File: src/rtl/lane_traffic_engine.sv
// Lane traffic game logic: six wrapping car lanes, collision/goal detection,
// score, lives and speed level, driven by a level-scaled step tick.

module lane_car #(
  parameter logic [3:0] INIT = 4'd0,
  parameter bit         DEC  = 1'b0
) (
  input  logic       clk,
  input  logic       rst,
  input  logic       load_i,
  input  logic       step_i,
  output logic [3:0] x_o
);
  logic [3:0] x_q, x_d;

  always_comb begin
    x_d = x_q;
    if (load_i)      x_d = INIT;
    else if (step_i) x_d = DEC ? x_q - 4'd1 : x_q + 4'd1;
  end

  always_ff @(posedge clk or negedge rst)
    if (!rst) x_q <= INIT;
    else      x_q <= x_d;

  assign x_o = x_q;
endmodule

module lane_traffic_engine #(
  parameter int unsigned TICK_DIV    = 25000000,
  parameter int unsigned HIT_HOLD    = 2,
  parameter int unsigned START_LIVES = 3
) (
  input  logic        clk,
  input  logic        rst,
  input  logic        start,
  input  logic [3:0]  player_x,
  input  logic [3:0]  player_y,
  output logic [23:0] car_x,
  output logic [7:0]  score,
  output logic [1:0]  lives,
  output logic [1:0]  level,
  output logic        hit,
  output logic        goal,
  output logic        respawn,
  output logic        game_over
);
  localparam int NUM_LANES = 6;
  localparam int VEC_W     = 4;
  localparam int CNT_W     = $clog2(TICK_DIV + 1);
  localparam int HOLD_W    = (HIT_HOLD < 2) ? 1 : $clog2(HIT_HOLD + 1);

  typedef enum logic [1:0] {IDLE, PLAY, HIT, OVER} state_e;

  state_e                             state_q, state_d;
  logic [CNT_W-1:0]                   cnt_q, cnt_d, period_m1;
  logic [HOLD_W-1:0]                  hold_q, hold_d;
  logic [7:0]                         score_q, score_d, score_new;
  logic [1:0]                         lives_q, lives_d, level_q, level_d;
  logic                               hit_q, hit_d, goal_q, goal_d, resp_q, resp_d;
  logic                               on_car_q, ynz_q;
  logic                               run, step_en, on_car, coll, goal_c;
  logic                               car_load, car_step;
  logic [2:0]                         lane_sel;
  logic [NUM_LANES-1:0][VEC_W-1:0]    car_q;

  for (genvar i = 0; i < NUM_LANES; i++) begin : g_lane
    lane_car #(
      .INIT (VEC_W'(3 * i)),
      .DEC  ((i % 2) == 1)
    ) u_car (
      .clk    (clk),
      .rst    (rst),
      .load_i (car_load),
      .step_i (car_step),
      .x_o    (car_q[i])
    );
  end

  // >= rather than == so a level-up that shrinks the period below the
  // current count fires on the next cycle instead of running the counter out.
  assign period_m1 = CNT_W'((TICK_DIV >> level_q) - 1);
  assign run       = (state_q == PLAY) || (state_q == HIT);
  assign step_en   = run && (cnt_q >= period_m1);

  assign lane_sel  = player_y[2:0] - 3'd1;
  assign on_car    = (player_y >= 4'd1) && (player_y <= 4'd6) && (car_q[lane_sel] == player_x);
  assign coll      = on_car && !on_car_q;
  assign goal_c    = (player_y == 4'd0) && ynz_q;

  assign score_new = (score_q == 8'hFF) ? 8'hFF : score_q + 8'd1;

  always_comb begin
    state_d  = state_q;
    lives_d  = lives_q;
    score_d  = score_q;
    level_d  = level_q;
    hold_d   = hold_q;
    hit_d    = 1'b0;
    goal_d   = 1'b0;
    resp_d   = 1'b0;
    car_load = 1'b0;
    car_step = 1'b0;
    cnt_d    = run ? (step_en ? '0 : cnt_q + 1'b1) : '0;
    case (state_q)
      IDLE, OVER: begin
        if (start) begin
          state_d  = PLAY;
          lives_d  = 2'(START_LIVES);
          score_d  = '0;
          level_d  = '0;
          car_load = 1'b1;
          resp_d   = 1'b1;
        end
      end
      PLAY: begin
        if (coll) begin
          state_d = HIT;
          lives_d = lives_q - 2'd1;
          hold_d  = '0;
          hit_d   = 1'b1;
          resp_d  = 1'b1;
        end else begin
          car_step = step_en;
          if (goal_c) begin
            goal_d  = 1'b1;
            resp_d  = 1'b1;
            score_d = score_new;
            level_d = score_new[3:2] | ((score_new >= 8'd12) ? 2'd3 : 2'd0);
          end
        end
      end
      HIT: begin
        if (step_en) begin
          if (hold_q == HOLD_W'(HIT_HOLD - 1)) begin
            hold_d  = '0;
            state_d = (lives_q == 2'd0) ? OVER : PLAY;
          end else begin
            hold_d  = hold_q + 1'b1;
          end
        end
      end
      default: state_d = IDLE;
    endcase
  end

  always_ff @(posedge clk or negedge rst) begin
    if (!rst) begin
      state_q  <= IDLE;
      cnt_q    <= '0;
      hold_q   <= '0;
      score_q  <= '0;
      lives_q  <= 2'(START_LIVES);
      level_q  <= '0;
      hit_q    <= 1'b0;
      goal_q   <= 1'b0;
      resp_q   <= 1'b0;
      on_car_q <= 1'b0;
      ynz_q    <= 1'b0;
    end else begin
      state_q  <= state_d;
      cnt_q    <= cnt_d;
      hold_q   <= hold_d;
      score_q  <= score_d;
      lives_q  <= lives_d;
      level_q  <= level_d;
      hit_q    <= hit_d;
      goal_q   <= goal_d;
      resp_q   <= resp_d;
      on_car_q <= on_car;
      ynz_q    <= (player_y != 4'd0);
    end
  end

  assign car_x     = car_q;
  assign score     = score_q;
  assign lives     = lives_q;
  assign level     = level_q;
  assign hit       = hit_q;
  assign goal      = goal_q;
  assign respawn   = resp_q;
  assign game_over = (state_q == OVER);
endmodule
File: config.mk
export PLATFORM = sky130hd
export DESIGN_NAME = lane_traffic_engine
export DESIGN_NICKNAME = d
export VERILOG_FILES = /design/src/rtl/lane_traffic_engine.sv
export SDC_FILE = /design/constraint.sdc
export NUM_CORES = 1
export LEC_CHECK = 0
export ABC_CLOCK_PERIOD_IN_PS = 5450
export BUFFER_PORTS_ARGS = -buffer_cell sky130_fd_sc_hd__buf_4
export CAP_MARGIN = 20
export CORE_MARGIN = 5
export CORE_UTILIZATION = 45
export CTS_CLUSTER_SIZE = 14
export DETAILED_ROUTE_END_ITERATION = 10
export GPL_ROUTABILITY_DRIVEN = 0
export GPL_TIMING_DRIVEN = 0
export PLACE_DENSITY = 0.73
export SYNTH_ARGS = -nofsm -noshare
export SYNTH_HDL_FRONTEND = slang
export SYNTH_HIERARCHICAL = 1
export SYNTH_SLANG_ARGS = --single-unit
export TNS_END_PERCENT = 5
File: constraint.sdc
create_clock -name clk -period 5.45 [get_ports clk]
set_clock_uncertainty 0.2 [all_clocks]
set_input_delay 0.2725 -clock clk [delete_from_list [all_inputs] [get_ports clk]]
set_output_delay 0.2725 -clock clk [all_outputs]
set_load 0.05 [all_outputs]
==> flow_summary.json <==
{
  "floorplan.die.height_um": 113,
  "detail_route.wirelength_um": 10900,
  "post-route-cell-area_sq_mm": 0.00561,
  "ir_drop_v": 0.000169,
  "critPathRequiredTime_ps": 5500,
  "clock.fmax_ghz": 0.240,
  "synth-async-reset-ratio_pct": 100,
  "crit_arrival_ps": 4220,
  "layout-drive-gt1-share_pct": 21.3,
  "finalCoreUtilization_pct": 54.1,
  "grt_pass1_vias": 3904,
  "period_minus_slack_ps": 4160,
  "finalNetCount": 615,
  "grt_first_pass_wirelength_um": 18600,
  "detailroute.via_count": 3979,
  "tightest_slew_ps": 919,
  "grt_usage_pct": 17.6,
  "ctsRootBufferMaster": "clkbuf_8",
  "clk_pin_slew_worst_paths_ps": 90,
  "mappedNetlistArea_sq_mm": 0.00479,
  "cap_viol_max_count": 0,
  "slowest_delay_ps": 520,
  "grt_setup_unrepaired": "no",
  "antennaDiodeCount": 0,
  "post-route-period-util_pct": 76.4,
  "criticalPathCategory": "reg -> reg",
  "via_per_inst": 5.62,
  "tritoncts_num_sinks": 70,
  "post_synthesis_sequential_area_ratio_pct": 36.9,
  "htree_num_levels": 3,
  "drtPass1Iterations": 5,
  "worst_skew_pair.late_latency_ps": 360,
  "crit_path_end_kind": "flip-flop",
  "p_leak_nw": 2.57,
  "yosys_warnings": 6,
  "hpwl_um": 7930,
  "placement_cell_area_sq_mm": 0.00538,
  "clock_path_buffers": 2,
  "worst_hold_slack_ps": 29.1,
  "most_instantiated_flip_flop_cell_in_the_synthesis_netlist": "dfrtp_1",
  "slowest_stage": "nor4_4",
  "io_pins": 51,
  "cts-buffers-inserted": 9,
  "design.die.area_sq_mm": 0.0128,
  "ctsResizeCount": 0,
  "final-max-slew-violation-count": 0,
  "areaGrowthSynthToFinish_pct": 17.2,
  "final_common_cell": "dfrtp_1",
  "rows": 37,
  "synth_enable_flop_cells": 0,
  "wl_per_cell_um": 15.4,
  "fillerInstances": 974,
  "timing.max_slew.rel_slack_pct": 38.3,
  "timing.hold.worst.class": "in -> reg",
  "setup_viol_count_final": 0,
  "ys_types": 72,
  "timing.final.hold_violations": 0,
  "postCtsSetupBuffers": 0,
  "dieWidth_um": 113,
  "port_buffers": 50,
  "gr-total-overflow": 0,
  "starting_drc_count_in_detailed_routing": 182,
  "tritoncts": "done",
  "outcome": "finished clean",
  "crit_fanout": 16,
  "crit_chain": "inv_1 > nor2_1 > ha_1 > ha_1 > nand4_1 > o22ai_1 > o21ai_0 > a211oi_1 > nor2_1 > nor4_4 > buf_6 > buf_8 > nand4_1 > mux2_4",
  "final_cell_mix": "dfrtp_1 (56), nor2_1 (54), buf_4 (50)",
  "final_ant_viol_nets": 0,
  "floorplan.initialDensity_pct": 46.2,
  "fp.coreArea_sq_mm": 0.0104,
  "avgSynthCellArea_sq_um": 9.58,
  "power_density_mw_per_mm2": 308,
  "synthesis.instances": 500,
  "setup.worst_path.start_class": "flip-flop",
  "synth_seq_cells": 70,
  "grt_antenna_before_repair": 0,
  "drc": 0,
  "grt_start_max_net_pins": 71
}
-- metal layers --
layer  track usage, %  vias up  wire (um)
met1             23.2     1931       4970
met5                0        -          0
met3             4.12       10        636
met4             5.45        0        114
met2             28.6      111       5160
li1                 -     1927          -
-- timing repair --
action                     CTS  global route
setup endpoints to repair    0             0
hold endpoints to repair    58             0
hold buffers                 3             0
-- flip-flops by register name, indices dropped and copies added (netlist names), 2 cells and up --
signal and count:
cnt_q 25, level 2, score 8, lives 2, g_lane.u_car/x_o 24, state_q 2, hold_q 2
-- cell usage after synthesis, types with 4 or more instances --
master / number / share of area, %
dfrtp_1: 56 / 29
nor2_1: 54 / 4.2
ha_1: 37 / 9.7
inv_1: 32 / 2.5
a21oi_1: 29 / 3.0
nand2_1: 29 / 2.3
nand3_1: 23 / 2.4
xnor2_1: 22 / 4.0
dfstp_2: 14 / 7.7
o21ai_0: 14 / 1.5
xor2_1: 12 / 2.2
and3_1: 10 / 1.3
nand4_1: 10 / 1.3
nor2b_1: 10 / 1.3
clkbuf_1: 9 / 0.71
a31oi_1: 8 / 1.0
mux2i_1: 8 / 1.7
nor3_1: 7 / 0.73
nand2b_1: 6 / 0.78
o21bai_1: 5 / 0.78
a211oi_1: 4 / 0.63
a21o_1: 4 / 0.63
and2_1: 4 / 0.52
and4_1: 4 / 0.73
mux2_2: 4 / 0.94
mux2_4: 4 / 1.3
nor3b_1: 4 / 0.63
nor4_1: 4 / 0.52
or3_1: 4 / 0.52
-- metrics by stage --
step | std cells | setup WS (ps) | power [mW] | setup TNS, ps
after floorplan | 501 | 403 | 1.10 | 0
after global placement | 687 | -354 | 1.27 | -1330
after detailed placement | 689 | 1250 | 1.29 | 0
after CTS | 708 | 1280 | 1.74 | 0
after global routing | 708 | 1050 | 1.85 | 0
final | 708 | 1290 | 1.73 | 0
-- power breakdown --
group / total (mW) / internal [mW] / switching, mW / leakage, nW
clock network: 0.441 / 0.217 / 0.225 / 0.0968
logic: 0.679 / 0.224 / 0.455 / 1.56
registers: 0.611 / 0.563 / 0.0480 / 0.917
total: 1.73 / 1.00 / 0.728 / 2.57
-- cell families (layout without fill, tap and decap cells) --
logic type / Yosys count / count (layout) / synth area share (%)
flops: 70 / 70 / 36.9
xor+xnor: 35 / 35 / 6.56
buf+inv: 47 / 118 / 4.65
fa+ha+maj: 37 / 37 / 9.67
compound gates: 101 / 101 / 14.8
mux: 21 / 21 / 5.96
simple gates: 187 / 187 / 21.3
other cells: 2 / 3 / 0.157
-- worst paths after layout --
check | from | end | slack, ps | cells past startpoint
setup / recovery | level[1] | g_lane[2].u_car/x_o[3] | 1290 | 14
hold reg to reg | cnt_q[0] | cnt_q[0] | 280 | 1
min in group asynchronous | rst | cnt_q[16] | 380 | 2
hold / removal | player_y[1] | on_car_q | 30 | 4
setup reg to reg | level[1] | g_lane[2].u_car/x_o[3] | 1290 | 14
max in group asynchronous | rst | state_q[0] | 4100 | 2
-- final cells by class --
cell class | count | area (sq um) | share of cell area (%)
Inverter | 32 | 120 | 2.14
Buffer | 15 | 103 | 1.83
Tap cell | 136 | 170 | 3.03
Clock buffer | 9 | 124 | 2.21
Multi-Input combinational cell | 384 | 2820 | 50.2
Sequential cell | 70 | 1770 | 31.5
Clock inverter | 7 | 80.1 | 1.43
Timing Repair Buffer | 55 | 432 | 7.69
-- worst max-delay path, delay by kind of cell (launching register included) --
kind,cells,cell delay (ps)
AO/OA/AOI/OAI,3,640
buffers and inverters,3,560
flip-flops,1,490
multiplexers,1,310
AND/OR/NAND/NOR,5,1240
adder cells (fa/ha/maj),2,610
Power figures use the tool's default switching activity.
